File: src/rtl/lsu_pkg.sv
// ============================================================================
// Module   : lsu_pkg
// Brief    : Shared funct3 encodings, FSM state type and width helpers for the LSU.
// Revision : 1.0 - initial release
// ============================================================================
`default_nettype none

package lsu_pkg;

    localparam logic [2:0] F3_B  = 3'b000;
    localparam logic [2:0] F3_H  = 3'b001;
    localparam logic [2:0] F3_W  = 3'b010;
    localparam logic [2:0] F3_BU = 3'b100;
    localparam logic [2:0] F3_HU = 3'b101;

    typedef enum logic [1:0] {
        IDLE = 2'd0,
        REQ  = 2'd1,
        RESP = 2'd2
    } lsu_state_e;

    function automatic logic is_byte(input logic [2:0] f3);
        return (f3 == F3_B) || (f3 == F3_BU);
    endfunction

    function automatic logic is_half(input logic [2:0] f3);
        return (f3 == F3_H) || (f3 == F3_HU);
    endfunction

    // Anything that is neither byte nor halfword (incl. 011/110/111) is a word access.
    function automatic logic is_word(input logic [2:0] f3);
        return !is_byte(f3) && !is_half(f3);
    endfunction

endpackage

`default_nettype wire

File: src/rtl/lsu_align.sv
// ============================================================================
// Module   : lsu_align
// Brief    : Combinational byte-lane logic: store strobes/replication, load extract/extend.
// Revision : 1.0 - initial release
// ============================================================================
`default_nettype none

module lsu_align
    import lsu_pkg::*;
(
    input  logic [2:0]  funct3,
    input  logic [1:0]  offs,
    input  logic [31:0] store_data,
    input  logic [31:0] rdata,
    output logic [3:0]  wstrb,
    output logic [31:0] wdata,
    output logic [31:0] load_data
);

    logic [31:0] w_shifted;
    logic [7:0]  w_byte;
    logic [15:0] w_half;

    assign w_shifted = rdata >> {offs, 3'b000};
    assign w_byte    = w_shifted[7:0];
    assign w_half    = offs[1] ? rdata[31:16] : rdata[15:0];

    // funct3[2] set means the unsigned variant (LBU/LHU).
    always_comb begin
        wstrb     = 4'b1111;
        wdata     = store_data;
        load_data = rdata;
        if (is_byte(funct3)) begin
            wstrb     = 4'b0001 << offs;
            wdata     = {4{store_data[7:0]}};
            load_data = {{24{w_byte[7] & ~funct3[2]}}, w_byte};
        end else if (is_half(funct3)) begin
            wstrb     = offs[1] ? 4'b1100 : 4'b0011;
            wdata     = {2{store_data[15:0]}};
            load_data = {{16{w_half[15] & ~funct3[2]}}, w_half};
        end
    end

endmodule

`default_nettype wire

File: src/rtl/lsu.sv
// ============================================================================
// Module   : lsu
// Brief    : RV32I load/store unit driving a single-beat valid/ready data bus.
//            Optional misalignment trap enabled by defining LSU_MISALIGN_TRAP_EN.
// Revision : 1.0 - initial release
// ============================================================================
`default_nettype none

module lsu
    import lsu_pkg::*;
#(
    parameter int BUS_TIMEOUT = 255,
    parameter int ADDR_W      = 32
) (
    input  logic              clk,
    input  logic              rst_n,
    input  logic              start,
    input  logic              is_load,
    input  logic              is_store,
    input  logic [2:0]        funct3,
    input  logic [31:0]       base,
    input  logic [31:0]       offset,
    input  logic [31:0]       store_data,
    output logic [31:0]       load_result,
    output logic              done,
    output logic              err,
    output logic              mem_valid,
    input  logic              mem_ready,
    output logic [ADDR_W-1:0] mem_addr,
    output logic              mem_we,
    output logic [3:0]        mem_wstrb,
    output logic [31:0]       mem_wdata,
    input  logic [31:0]       mem_rdata
);

    lsu_state_e  r_state;
    lsu_state_e  w_state_nxt;
    logic [31:0] r_ea;
    logic [31:0] r_store_data;
    logic [31:0] r_load_result;
    logic [31:0] r_cnt;
    logic [2:0]  r_funct3;
    logic        r_is_load;
    logic        r_err;

    logic [31:0] w_ea;
    logic        w_is_mem;
    logic        w_misalign;
    logic        w_timeout;
    logic [3:0]  w_wstrb;
    logic [31:0] w_wdata;
    logic [31:0] w_load_data;

    assign w_ea     = base + offset;
    assign w_is_mem = is_load || is_store;

`ifdef LSU_MISALIGN_TRAP_EN
    assign w_misalign = (is_half(funct3) && w_ea[0]) ||
                        (is_word(funct3) && (w_ea[1:0] != 2'b00));
`else
    assign w_misalign = 1'b0;
`endif

    // Fires on the wait cycle that would bring the counter up to BUS_TIMEOUT.
    assign w_timeout = (BUS_TIMEOUT != 0) && !mem_ready &&
                       ((r_cnt + 32'd1) == 32'(BUS_TIMEOUT));

    lsu_align u_align (
        .funct3     (r_funct3),
        .offs       (r_ea[1:0]),
        .store_data (r_store_data),
        .rdata      (mem_rdata),
        .wstrb      (w_wstrb),
        .wdata      (w_wdata),
        .load_data  (w_load_data)
    );

    always_ff @(posedge clk or negedge rst_n) begin
        if (!rst_n) begin
            r_state <= IDLE;
        end else begin
            r_state <= w_state_nxt;
        end
    end

    always_comb begin
        w_state_nxt = r_state;
        case (r_state)
            IDLE: begin
                if (start) begin
                    if (!w_is_mem || w_misalign) begin
                        w_state_nxt = RESP;
                    end else begin
                        w_state_nxt = REQ;
                    end
                end
            end
            REQ: begin
                if (mem_ready || w_timeout) begin
                    w_state_nxt = RESP;
                end
            end
            RESP:    w_state_nxt = IDLE;
            default: w_state_nxt = IDLE;
        endcase
    end

    always_ff @(posedge clk or negedge rst_n) begin
        if (!rst_n) begin
            r_ea          <= '0;
            r_store_data  <= '0;
            r_load_result <= '0;
            r_cnt         <= '0;
            r_funct3      <= '0;
            r_is_load     <= 1'b0;
            r_err         <= 1'b0;
        end else begin
            if (r_state == IDLE && start) begin
                r_ea         <= w_ea;
                r_funct3     <= funct3;
                r_is_load    <= is_load;
                r_store_data <= store_data;
                r_cnt        <= '0;
                r_err        <= w_is_mem && w_misalign;
            end else if (r_state == REQ) begin
                if (mem_ready) begin
                    if (r_is_load) begin
                        r_load_result <= w_load_data;
                    end
                end else begin
                    r_cnt <= r_cnt + 32'd1;
                    if (w_timeout) begin
                        r_err <= 1'b1;
                    end
                end
            end
        end
    end

    assign done        = (r_state == RESP);
    assign err         = done && r_err;
    assign load_result = r_load_result;
    assign mem_valid   = (r_state == REQ);
    assign mem_addr    = {r_ea[ADDR_W-1:2], 2'b00};
    assign mem_we      = mem_valid && !r_is_load;
    assign mem_wstrb   = mem_we ? w_wstrb : 4'b0000;
    assign mem_wdata   = mem_we ? w_wdata : 32'h0;

endmodule

`default_nettype wire

File: config.mk
export PLATFORM = sky130hd
export DESIGN_NAME = lsu
export DESIGN_NICKNAME = d
export VERILOG_FILES = /design/src/rtl/lsu_pkg.sv /design/src/rtl/lsu_align.sv /design/src/rtl/lsu.sv
export SDC_FILE = /design/constraint.sdc
export NUM_CORES = 1
export LEC_CHECK = 0
export CAP_MARGIN = 5
export CORE_MARGIN = 2
export CORE_UTILIZATION = 53
export DETAILED_ROUTE_END_ITERATION = 16
export GPL_TIMING_DRIVEN = 0
export PLACE_DENSITY = 0.91
export SLEW_MARGIN = 20
export SYNTH_ARGS = -nofsm -noshare
export SYNTH_HDL_FRONTEND = slang
export SYNTH_SLANG_ARGS = --single-unit
File: constraint.sdc
create_clock -name clk -period 7.5 [get_ports clk]
set_input_delay 1.5 -clock clk [delete_from_list [all_inputs] [get_ports clk]]
set_output_delay 1.5 -clock clk [all_outputs]
set_load 0.01 [all_outputs]
Word level (Yosys, flattened, before mapping)
Cells that the tools add are included.
W data, S select, Z words.
{"block": "totals", "register_bits": 135, "in_bits": 137, "out_inout_bits": 104, "word_cells": 64}
{"block": "classes", "addsub": 2, "eq_ne": 9, "n_shift": 2, "n_mux": 21, "bitwise_logic": 4, "reduce_logical": 18}
{"operator": "$mux W32", "count": 8}
{"operator": "$add A32 B1 Y32 const B", "count": 1}
{"operator": "$add A32 B32 Y32", "count": 1}
{"operator": "$eq A32 B8 Y1 const B", "count": 1}
{"operator": "$shr A32 B5 Y8", "count": 1}
{"operator": "$mux W16", "count": 1}
{"operator": "$mux W4", "count": 4}
{"operator": "$eq A3 B3 Y1 const B", "count": 2}
{"operator": "$mux W2", "count": 3}
{"operator": "$logic_and A1 B1 Y1", "count": 4}
{"operator": "$logic_or A1 B1 Y1", "count": 4}
{"operator": "$mux W1", "count": 4}
{"operator": "$ne A2 B1 Y1 const B", "count": 2}
{"operator": "$pmux W2 S2", "count": 1}
{"operator": "$reduce_and A2 Y1", "count": 2}
{"operator": "$reduce_and A4 Y1", "count": 1}
{"operator": "$reduce_bool A2 Y1", "count": 2}
{"operator": "$shl A1 B2 Y4 const A", "count": 1}
{"operator": "$eq A3 B1 Y1 const B", "count": 1}
{"operator": "$logic_not A3 Y1", "count": 1}
{"operator": "$reduce_and A3 Y1", "count": 1}
{"operator": "$and A1 B1 Y1", "count": 2}
{"operator": "$eq A2 B1 Y1 const B", "count": 1}
{"operator": "$eq A2 B2 Y1 const B", "count": 1}
{"operator": "4 further kinds", "count": 6}

Depth between registers and ports, before layout
{"block": "logic_depth", "ltp_word": 7, "mapped_depth": 12}

By module
Synthesis repeated with hierarchy kept, for this count alone.
{"block": "unflattened", "hier_cells": 1087, "hier_area_um2": 9415.3}
{"module": "lsu", "n_inst": 1, "cells_each": 916, "area_per_inst_um2": 8124.0, "seq_area_each_um2": 3378.2}
{"module": "lsu_align", "n_inst": 1, "cells_each": 171, "area_per_inst_um2": 1291.2, "seq_area_each_um2": 0.0}

Worst setup path before layout
OpenSTA, ideal clock, no wires.
{"block": "synth_timing", "path_type": "input -> register", "from": "input offset[0]", "to": "register r_ea[30]", "setup_ns": 0.124, "arrival_ns": 3.546, "slack_ns": 3.830, "cell_stages": 12, "n_path_buf": 0, "cell_sequence": "ha_1 -> inv_1 -> fa_1 -> nor2b_1 -> o21ai_0 -> a21oi_1 -> o21ai_0 -> a21oi_1 -> a211oi_1 -> o21ai_0 -> nor2_1 -> a211o_1"}
{"block": "synth_between", "elab_chain_len": 1}
{"element": "start: declaration", "line": "lsu.sv:22", "text": "input logic [31:0] offset,"}
{"element": "$add A32 B32 Y32", "line": "lsu.sv:54", "text": "assign w_ea = base + offset;"}
{"element": "end signal: assignment", "line": "lsu.sv:119", "text": "r_ea <= w_ea;"}
{"element": "end: declaration", "line": "lsu.sv:38", "text": "logic [31:0] r_ea;"}
Every way passes these cells.
A chain may end at the register's enable or synchronous reset.

Final worst setup path
{"block": "layout_timing", "from": "register r_funct3[1]", "to": "output mem_wstrb[1]"}
{"block": "layout_between", "elab_chain_len": 5, "word_cells_on_any_way": 9}
{"element": "start: declaration", "line": "lsu.sv:42", "text": "logic [2:0] r_funct3;"}
{"element": "start signal: assignment", "line": "lsu.sv:120", "text": "r_funct3 <= funct3;"}
{"element": "$eq A3 B1 Y1 or $eq A3 B3 Y1 (tied branches)", "line": "lsu_pkg.sv:27", "text": "return (f3 == F3_H) || (f3 == F3_HU);"}
{"element": "$logic_or A1 B1 Y1", "line": "lsu_pkg.sv:27"}
{"element": "$mux W4", "line": "lsu_align.sv:37", "text": "end else if (is_half(funct3)) begin"}
{"element": "$mux W4 (*)", "line": "lsu_align.sv:33", "text": "if (is_byte(funct3)) begin"}
{"element": "$mux W4 (*)", "line": "lsu.sv:146", "text": "assign mem_wstrb = mem_we ? w_wstrb : 4'b0000;"}
{"element": "end: declaration", "line": "lsu.sv:31", "text": "output logic [3:0] mem_wstrb,"}
Mark *: on every way between the ends. The rest lies on a longest branch, timed or not.

==> impl_metrics.ini <==
[die]
rows = 47
core-area_um2 = 16400
die_h_um = 133
die_w_um = 133
io_pins = 241
initial_utilization_pct = 53.7
dieArea_um2 = 17700

[worst_setup_path]
critPathKind = reg2out
end_kind = output pin
crit_required_ns = 6.00
r2r_setup_slack_ns = 3.88
crit_fanout = 10
critPathArrivalTime_ns = 3.29
startpoint_type = register

[logic_synthesis]
synth_edf_count = 0
synthCells = 1079
synth_cell_types = 63
seq_area_frac_synth_pct = 38.3
synth_top_family_by_area = simple AND/OR/NAND/NOR gates
yosys_register_bits = 135
netlist_top_cells_count = nand2_1 (236), dfrtp_1 (135), o21ai_0 (110)
synth-compound-area-share_pct = 18.6
synthFlopType = dfrtp_1
synthMuxAreaShare_pct = 6.02
ys_warn_count = 0
synthSimpleGateAreaFrac_pct = 22.5
syn_area_um2 = 8810
yosysMostFrequentCell = nand2_1
synth_top_area_cell = dfrtp_1
syn_avg_cell_area_um2 = 8.16
synth_xor_area_share_pct = 3.48
synth-adder-area-share_pct = 4.91
synth_top_area_share_pct = 38.3
synth.area.top_cells = dfrtp_1 (38%), nand2_1 (10%), o21ai_0 (6.2%)
ys_async_sr_fraction_pct = 100

[placement]
dp_hpwl_um = 20200
numPortBuffers = 238
placed_cell_area_um2 = 11500
gp_congestion = 0.923
pre_cts_slack_ns = 2.89
placed_cells = 1539

[min_path]
hold_path_class = reg2reg

[global_route]
grt-ovfl-total = 0
grtUsageTotal_pct = 32.1
grt_pass1_vias = 9114
grt_max_degree = 76
grt_pass1_wl_um = 45400
antenna_found_initial = 0

[clock_tree]
htree_levels = 4
cts.hold.buffers_added = 0
numClockSinks = 135
insertion_delay_ns = 0.44
clk_pin_slew_ns = 0.06
cts_tree = yes
clock_path_buffers = 2
ctsResizeCount = 0
cts-root-buf = clkbuf_16
numCtsBuffers = 17
post-cts-setup-buffer-count = 0

[timing]
rsz0062_at_grt = false
post-route-period-util_pct = 63.8
max_freq_mhz = 209
layout_setup_ws_ns = 2.71
drv_slew = 0
fin_crit_ns = 4.79
finalSetupViolCount = 0
hold_violations = 0
finClkSkew_ns = 0.0124
tightest_slew_ns = 0.798
maxSlewHeadroom_pct = 46.3

[power_and_ir_drop]
p_leak_nw = 5.39
p_per_area_nw_per_um2 = 339
vdd_drop_max_uv = 236
p_total_mw = 4.11

[route]
drc = 0
detail-route-antenna-nets = 0
vias_per_cell = 5.97
drt_iter0_drc = 975
drt-total-wl_um = 28500
routedWlPerCell_um = 18.1
num_vias = 9380
firstDrtPassIters = 8

[cells_and_area]
nets = 1509
final_core_util_pct = 74.0
layout.cells.non_filler = 1572
drive_above_1_share_pct = 6.66
area_growth_pct = 37.8
stdcell_area_um2 = 12100

[status]
status = complete, no violations

[run]
maxCapViolCount = 0
## cells by family (layout without fill, tap and decap cells)
| group | after synthesis | after routing |
|---|---|---|
| fa+ha+maj | 34 | 34 |
| xor+xnor | 35 | 35 |
| compound gates | 278 | 278 |
| mux | 43 | 43 |
| flops | 135 | 135 |
| other cells | 1 | 3 |
| simple gates | 444 | 444 |
| buf+inv | 109 | 380 |
## cell usage in the layout, fill, tap and decap left out, drive strengths merged, types with 3 or more instances in the layout
cell type      netlist  final
nand2              236    236
a31oi                7      7
a21oi               78     78
mux2i               35     35
buf                 44     46
nor2               101    101
inv                 16     19
and2                15     15
nor2b                4      4
o21ai              112    112
o31ai               18     18
xor2                15     15
nor3b                5      5
nor4                 5      5
nor3                 8      8
nand3               22     22
dfrtp              135    135
nand4               14     14
bufinv               0      4
nand2b               9      9
a21o                20     20
ha                  33     33
a211oi               7      7
or2                  3      3
and3                13     13
clkdlybuf4s50        0    237
a22o                 4      4
mux4                 8      8
clkinv               0      6
xnor2               20     20
clkbuf              49     67
o21a                12     12
## flip-flops by register name, summed over array words and instances, names as in the netlist
| signal | flops |
|---|---|
| r_funct3 | 3 |
| r_err | 1 |
| r_ea | 32 |
| r_is_load | 1 |
| r_cnt | 32 |
| r_state | 2 |
| r_store_data | 32 |
| load_result | 32 |
## layer usage
metal | vias to the layer above | global-route usage, % | part of all wire (%) | wire, um
met5 | - | 0 | 0 | 0
met2 | 621 | 52.9 | 47 | 13500
met3 | 137 | 7.39 | 10 | 2960
met1 | 4383 | 39.3 | 37 | 10600
li1 | 4239 | - | - | -
met4 | 0 | 17.4 | 4.9 | 1410
## stage by stage
stage | hold WS (ns) | setup TNS (ns)
floorplan | 0.443 | 0
global placement | 0.458 | -62.83
detailed placement | 0.465 | 0
CTS | 0.480 | 0
global route | 0.492 | 0
finish | 0.478 | 0
## final timing paths
check | start | to | depth (start not counted)
setup / recovery | r_funct3[1]$_DFFE_PN0P_ | mem_wstrb[1] | 7
hold / removal | r_store_data[21]$_DFFE_PN0P_ | r_store_data[21]$_DFFE_PN0P_ | 2
setup reg to reg | r_cnt[0]$_DFFE_PN0P_ | r_state[1]$_DFFE_PN0P_ | 10
hold reg to reg | r_store_data[21]$_DFFE_PN0P_ | r_store_data[21]$_DFFE_PN0P_ | 2
max in group asynchronous | rst_n | r_ea[25]$_DFFE_PN0P_ | 2
min in group asynchronous | rst_n | r_store_data[6]$_DFFE_PN0P_ | 1
## cell type report
class,count,area [um^2]
Multi-Input combinational cell,836,4900
Buffer,93,477
Fill cell,1095,4270
Antenna cell,1,2.50
Inverter,16,60.1
Tap cell,220,275
Clock inverter,14,195
Clock buffer,18,439
Timing Repair Buffer,239,2410
Sequential cell,135,3380
## power by group
part | switching [mW] | internal, mW
clock network | 0.347 | 0.568
registers | 0.225 | 1.01
logic | 1.03 | 0.934
total | 1.60 | 2.51
## worst max-delay path, stage by stage, from the launching register on
cell             delay, ns
dfrtp_1               0.32
clkbuf_1              0.27
inv_1                 0.16
nand3_1               0.10
clkbuf_1              0.55
clkbuf_1              0.63
and3_1                0.28
clkdlybuf4s50_1       0.54
Note: power is estimated with default switching activity, not from simulation.
